**src/rtl/l15_store_merge_buffer.sv**
```systemverilog
// rtl/l15_store_merge_buffer.sv - write-through store merge buffer feeding the L1.5 NoC request port
//
// Purpose:
//   Collects committed 64-bit stores in a circular buffer, merges a store into
//   the youngest entry when it targets the same 8-byte word, and issues entries
//   in order to the NoC. A credit counter bounds stores issued but not yet acked.
//
// Ports:
//   clk_i, rst_i             clock, synchronous active-high reset
//   req_valid_i/req_ready_o  store request handshake
//   req_addr_i/data_i/be_i   store byte address (bits [2:0] ignored), data, byte enables
//   noc_valid_o/noc_ready_i  head entry handshake towards the NoC
//   noc_addr_o/data_o/be_o   head entry (word-aligned address), zero while not valid
//   noc_ack_i                one-cycle completion pulse, returns one credit
//   empty_o                  no buffered entries and nothing in flight
//   outstanding_o            stores issued but not yet acked
//   ack_err_o                sticky: ack seen with nothing outstanding
//
// Configuration macro:
//   L15_BIG_ENDIAN_SWAP_EN   byte-reverse noc_data_o and bit-reverse noc_be_o

module l15_store_merge_buffer #(
  parameter int DEPTH           = 8,
  parameter int MAX_OUTSTANDING = 7,
  parameter int ADDR_W          = 64
) (
  input  logic                                   clk_i,
  input  logic                                   rst_i,
  input  logic                                   req_valid_i,
  output logic                                   req_ready_o,
  input  logic [ADDR_W-1:0]                      req_addr_i,
  input  logic [63:0]                            req_data_i,
  input  logic [7:0]                             req_be_i,
  output logic                                   noc_valid_o,
  input  logic                                   noc_ready_i,
  output logic [ADDR_W-1:0]                      noc_addr_o,
  output logic [63:0]                            noc_data_o,
  output logic [7:0]                             noc_be_o,
  input  logic                                   noc_ack_i,
  output logic                                   empty_o,
  output logic [$clog2(MAX_OUTSTANDING+1)-1:0]   outstanding_o,
  output logic                                   ack_err_o
);

  localparam int PTR_W = $clog2(DEPTH);
  localparam int CNT_W = $clog2(DEPTH + 1);
  localparam int OUT_W = $clog2(MAX_OUTSTANDING + 1);
  localparam int WA_W  = ADDR_W - 3;

  logic [WA_W-1:0]  waddr_q [DEPTH];
  logic [WA_W-1:0]  waddr_d [DEPTH];
  logic [63:0]      data_q  [DEPTH];
  logic [63:0]      data_d  [DEPTH];
  logic [7:0]       be_q    [DEPTH];
  logic [7:0]       be_d    [DEPTH];

  logic [PTR_W-1:0] head_q, head_d;
  logic [PTR_W-1:0] tail_q, tail_d;
  logic [CNT_W-1:0] count_q, count_d;
  logic [OUT_W-1:0] outst_q, outst_d;
  logic             ack_err_q, ack_err_d;

  logic [PTR_W-1:0] young;
  logic [WA_W-1:0]  req_waddr;
  logic             issue_ok;
  logic             merge_hit;
  logic             push;
  logic             pop;
  logic [63:0]      head_data;
  logic [7:0]       head_be;
  logic             unused_addr_lsbs;

  assign unused_addr_lsbs = ^req_addr_i[2:0];
  assign req_waddr        = req_addr_i[ADDR_W-1:3];

  // DEPTH is a power of two, so the pointer subtraction wraps modulo DEPTH.
  assign young    = tail_q - PTR_W'(1);
  assign issue_ok = (count_q != '0) && (outst_q < OUT_W'(MAX_OUTSTANDING));

  // Merging into a presented head would change data mid-handshake, so that
  // case falls back to a normal push.
  assign merge_hit = req_valid_i && (count_q != '0) &&
                     (waddr_q[young] == req_waddr) &&
                     !((young == head_q) && issue_ok);

  // Readiness depends only on registered state and the request itself; a
  // same-cycle pop never makes room for a non-merging store.
  assign req_ready_o = (count_q < CNT_W'(DEPTH)) || merge_hit;
  assign push        = req_valid_i && req_ready_o && !merge_hit;
  assign pop         = issue_ok && noc_ready_i;

  always_comb begin
    waddr_d   = waddr_q;
    data_d    = data_q;
    be_d      = be_q;
    head_d    = head_q;
    tail_d    = tail_q;
    count_d   = count_q;
    outst_d   = outst_q;
    ack_err_d = ack_err_q;

    if (merge_hit) begin
      for (int i = 0; i < 8; i++) begin
        if (req_be_i[i]) begin
          data_d[young][8*i +: 8] = req_data_i[8*i +: 8];
        end
      end
      be_d[young] = be_q[young] | req_be_i;
    end

    if (push) begin
      waddr_d[tail_q] = req_waddr;
      data_d[tail_q]  = req_data_i;
      be_d[tail_q]    = req_be_i;
      tail_d          = tail_q + PTR_W'(1);
    end

    if (pop) begin
      head_d = head_q + PTR_W'(1);
    end

    if (push && !pop) begin
      count_d = count_q + CNT_W'(1);
    end else if (!push && pop) begin
      count_d = count_q - CNT_W'(1);
    end

    // A pop and an ack in the same cycle cancel; an ack with nothing in
    // flight and no pop is a protocol error and the count stays at zero.
    if (pop && !noc_ack_i) begin
      outst_d = outst_q + OUT_W'(1);
    end else if (!pop && noc_ack_i) begin
      if (outst_q != '0) begin
        outst_d = outst_q - OUT_W'(1);
      end else begin
        ack_err_d = 1'b1;
      end
    end
  end

  always_ff @(posedge clk_i) begin
    if (rst_i) begin
      head_q    <= '0;
      tail_q    <= '0;
      count_q   <= '0;
      outst_q   <= '0;
      ack_err_q <= 1'b0;
    end else begin
      head_q    <= head_d;
      tail_q    <= tail_d;
      count_q   <= count_d;
      outst_q   <= outst_d;
      ack_err_q <= ack_err_d;
    end
  end

  // Entry storage needs no reset: outputs are gated by noc_valid_o and the
  // merge check only looks at entries while count is non-zero.
  always_ff @(posedge clk_i) begin
    waddr_q <= waddr_d;
    data_q  <= data_d;
    be_q    <= be_d;
  end

  assign head_data = data_q[head_q];
  assign head_be   = be_q[head_q];

  assign noc_valid_o = issue_ok;
  assign noc_addr_o  = issue_ok ? {waddr_q[head_q], 3'b000} : '0;

`ifdef L15_BIG_ENDIAN_SWAP_EN
  always_comb begin
    noc_data_o = '0;
    noc_be_o   = '0;
    if (issue_ok) begin
      for (int i = 0; i < 8; i++) begin
        noc_data_o[8*(7-i) +: 8] = head_data[8*i +: 8];
        noc_be_o[7-i]            = head_be[i];
      end
    end
  end
`else
  assign noc_data_o = issue_ok ? head_data : '0;
  assign noc_be_o   = issue_ok ? head_be   : '0;
`endif

  assign empty_o       = (count_q == '0) && (outst_q == '0);
  assign outstanding_o = outst_q;
  assign ack_err_o     = ack_err_q;

endmodule

```
**config.mk**
```make
export PLATFORM = sky130hd
export DESIGN_NAME = l15_store_merge_buffer
export DESIGN_NICKNAME = d
export VERILOG_FILES = /design/src/rtl/l15_store_merge_buffer.sv
export SDC_FILE = /design/constraint.sdc
export NUM_CORES = 2
export LEC_CHECK = 0
export BUFFER_PORTS_ARGS = -buffer_cell sky130_fd_sc_hd__buf_4
export CAP_MARGIN = 20
export CORE_MARGIN = 2
export CORE_UTILIZATION = 50
export DETAILED_ROUTE_END_ITERATION = 10
export GPL_ROUTABILITY_DRIVEN = 0
export MAX_ROUTING_LAYER = met4
export PLACE_DENSITY_LB_ADDON = 0.15
export SETUP_SLACK_MARGIN = 0.3
export SYNTH_ARGS = -nofsm -noshare
export SYNTH_HDL_FRONTEND = slang
export SYNTH_SLANG_ARGS = --single-unit
```
**constraint.sdc**
```tcl
create_clock -name clk_i -period 9.18 [get_ports clk_i]
set_input_delay 0.918 -clock clk_i [delete_from_list [all_inputs] [get_ports clk_i]]
set_output_delay 0.918 -clock clk_i [all_outputs]
set_load 0.02 [all_outputs]
```
==> metrics.md <==
| Metric | Value |
|---|---|
| Status | `complete, no violations` |
| Worst-Skew Late Latency | `0.70 ns` |
| Vias per cell | `6.24` |
| Sequential Power Share | `a little under two fifths` |
| Total CTS buffers | `111` |
| Count of pins over their slew limit | `0` |
| Most common cell in the netlist | `dfxtp_1` |
| Core box area | `0.0996 mm2` |
| # setup viols final | `0` |
| Unrepaired setup endpoints after global routing | `false` |
| Multi-input gate area | `0.0226 mm2` |
| Arr. time, crit path | `8.09 ns` |
| DRC viols | `0` |
| Synth area leaders | `edfxtp_1, dfxtp_1, mux4_2` |
| Synth Cell Area | `0.0500 mm2` |
| Ys flop type | `dfxtp_1` |
| Setup_tns | `0 ns` |
| Final standard cell area without fillers | `0.0571 mm2` |
| Die width | `320 um` |
| Global-route wire length before repair | `just over 200,000 um` |
| Register area share after synthesis | `52.9%` |
| Gr usage total | `26.8%` |
| Deepest clock path buffer count | `3` |
| Pwr/cell area | `306 mW/mm2` |
| Post-synth EDFFs | `488` |
| Root Buffer Master | `clkbuf_16` |
| Critical Path RT | `about 10 ns` |
| Async SR Flop Fraction | `0%` |
| Least-Margin Pin Slew | `1.13 ns` |
| Finished Layout Cells | `4,905` |
| Tmin final | `7.50 ns` |
| Netlist cell types | `approximately 80` |
| Cells resized by post-CTS repair | `0` |
| Skew final | `0.0227 ns` |
| Period utilization | `81.7%` |
| Critical path type | `reg2reg` |
| Dpl hpwl | `between 80,000 and 90,000 um` |
| Area growth syn-to-layout | `14.2%` |
| Slew headroom | `24.2%` |
| R2R setup slack | `1.68 ns` |
| Clk sink count | `1,078` |
| Routed len/inst | `27.4 um` |
| Switching Power | `0.00578 W` |
| Worst Setup Start Kind | `flip-flop` |
| Register area | `around 0.026 mm2` |
| P_int | `0.0117 W` |
| Crit end category | `flip-flop` |
| Htree depth | `3` |
| Initial antenna violation count | `17` |
| Pleak | `between 20 and 25 nW` |
| Share of cells above drive strength 1 | `40.7%` |
| CTS tree | `built` |
| Maxcap violations | `0` |
| Cells after synthesis | `approximately 3.3k` |
| # hold bufs at CTS | `0` |
| Fillers | `7,714` |
| Clk slew on worst S/H paths | `around 0.060 ns` |
| Final Hold Vio Count | `0` |
| Post-CTS setup buffers | `0` |
| Crit Path Max Fanout | `roughly 110` |
| Placed Cells | `4,682` |
| Die area | `0.103 mm2` |
| Initial drt markers | `2,486` |
| Initial Util | `50.2%` |
| Switching Share | `between 30% and 40%` |
| Yosys top cell area share | `about 29%` |
| Routed Antenna Nets | `0` |
| Clock power share | `a little over a quarter` |
| Synth warnings | `0` |
| Worst hold path type | `in2reg` |
| Yosys reg bits | `1,078` |
| Max IR drop VDD | `0.209 mV` |
| DIE HEIGHT | `between 300 and 400 um` |
| Vias in the first global route | `about 32k` |
| Fmax | `133 MHz` |
| Pin count of the biggest net entering global routing | `108` |
| Fin nets | `3,652` |
| Logic pwr share | `36.6%` |
| Placement Cell Area | `0.0533 mm2` |
| Final wirelength | `134,000 um` |
| Cell taking the most area after synthesis | `edfxtp_1` |
| Vias | `30.6k` |
| Top post-synthesis cells by count | `dfxtp_1, mux2_2, edfxtp_1` |
| Syn Area/Cell | `15.3 um2` |
| First-pass DRT Iterations | `5` |
| Core Rows | `116` |
| PortBufs | `277` |
| GR Overflow Total | `0` |
| IO Count | `284` |
## area by class of cell
class | count | area share, %
Timing Repair Buffer | 326 | 4.52
Clock buffer | 145 | 5.39
Inverter | 21 | 0.138
Tap cell | 1298 | 2.84
Clock inverter | 57 | 1.05
Multi-Input combinational cell | 1963 | 39.6
Antenna cell | 17 | 0.0745
Sequential cell | 1078 | 46.4
## per-layer routing
layer | part of all wire, % | track usage (%) | up-vias
li1 | - | - | 13300
met1 | 41 | 34.0 | 16000
met2 | 50 | 43.4 | 1087
met3 | 6.8 | 5.17 | 216
met4 | 2.5 | 8.65 | 0
met5 | 0 | - | -
## sequential cells by signal, indices dropped and copies added, names as in the netlist
signal	cells
ack_err_o	1
be_q	64
count_q	4
data_q	512
head_q	3
outstanding_o	3
tail_q	3
waddr_q	488
## worst max-delay path: stages (launching register included)
cell       delay [ns]
dfxtp_4          0.79
buf_4            0.70
buf_12           0.56
mux4_2           0.58
mux2i_1          0.36
nor2_1           0.11
a2111oi_0        0.49
nand4_1          0.15
nor4_1           0.80
nand3_2          0.36
o31ai_4          0.34
buf_4            0.56
buf_4            0.45
o22a_1           0.53
mux2_2           0.39
## final timing paths
path	start	depth (start not counted)	end
min reg2reg	data_q[57]	1	data_q[57]
max reg2reg	tail_q[0]	14	data_q[429]
min	req_addr_i[32]	1	waddr_q[151]
max	tail_q[0]	14	data_q[429]
## cell usage in the layout (no fill, tap or decap), types with 10 or more instances in the layout
master | Yosys | final
mux2_1 | 29 | 29
xnor2_1 | 58 | 58
a21oi_1 | 22 | 22
mux2i_1 | 322 | 322
nand2_1 | 71 | 70
edfxtp_1 | 488 | 488
o22ai_2 | 24 | 24
nor4_1 | 11 | 11
mux2_2 | 500 | 500
o21ai_0 | 25 | 25
nor3b_1 | 25 | 25
clkbuf_16 | 0 | 113
nand3_1 | 44 | 44
dfxtp_1 | 590 | 586
nand4_1 | 17 | 17
nor2_1 | 194 | 189
clkbuf_1 | 85 | 19
nor3_1 | 26 | 26
clkbuf_8 | 0 | 13
mux4_2 | 373 | 373
a22oi_4 | 11 | 11
xor2_1 | 29 | 29
inv_1 | 20 | 20
clkinv_1 | 0 | 12
clkinv_2 | 0 | 19
bufinv_16 | 0 | 10
nand3b_1 | 15 | 15
buf_4 | 21 | 315
diode_2 | 0 | 17
## cell families after synthesis
logic type      after synthesis  share of synthesized area [%]
mux                        1232                           35.4
compound gates              163                           3.10
fa+ha+maj                    10                          0.280
other cells                   1                        0.00750
flops                      1078                           52.9
buf+inv                     225                           2.05
xor+xnor                     89                           1.61
simple gates                466                           4.66
## power groups by stage
stage / registers, W / clock network (W) / logic (W)
finish: 0.00653 / 0.00453 / 0.00640
global route: 0.00664 / 0.00481 / 0.00681
CTS: 0.00653 / 0.00462 / 0.00644
detailed placement: 0.00663 / 0 / 0.00641
global placement: 0.00652 / 0 / 0.00629
floorplan: 0.00638 / 0 / 0.00448
## metrics by stage
stage | setup WS (ns) | util (%) | hold WS, ns | power (W)
2_1_floorplan | 1.43 | - | 0.435 | 0.0109
3_3_place_gp | 1.66 | 53.6 | 0.441 | 0.0128
3_5_place_dp | 1.62 | 53.6 | 0.454 | 0.0130
4_1_cts | 1.57 | 57.3 | 0.426 | 0.0176
5_1_grt | 1.36 | 57.4 | 0.447 | 0.0183
6_report | 1.68 | 57.4 | 0.465 | 0.0175
Note: power is estimated with default switching activity, not from simulation.
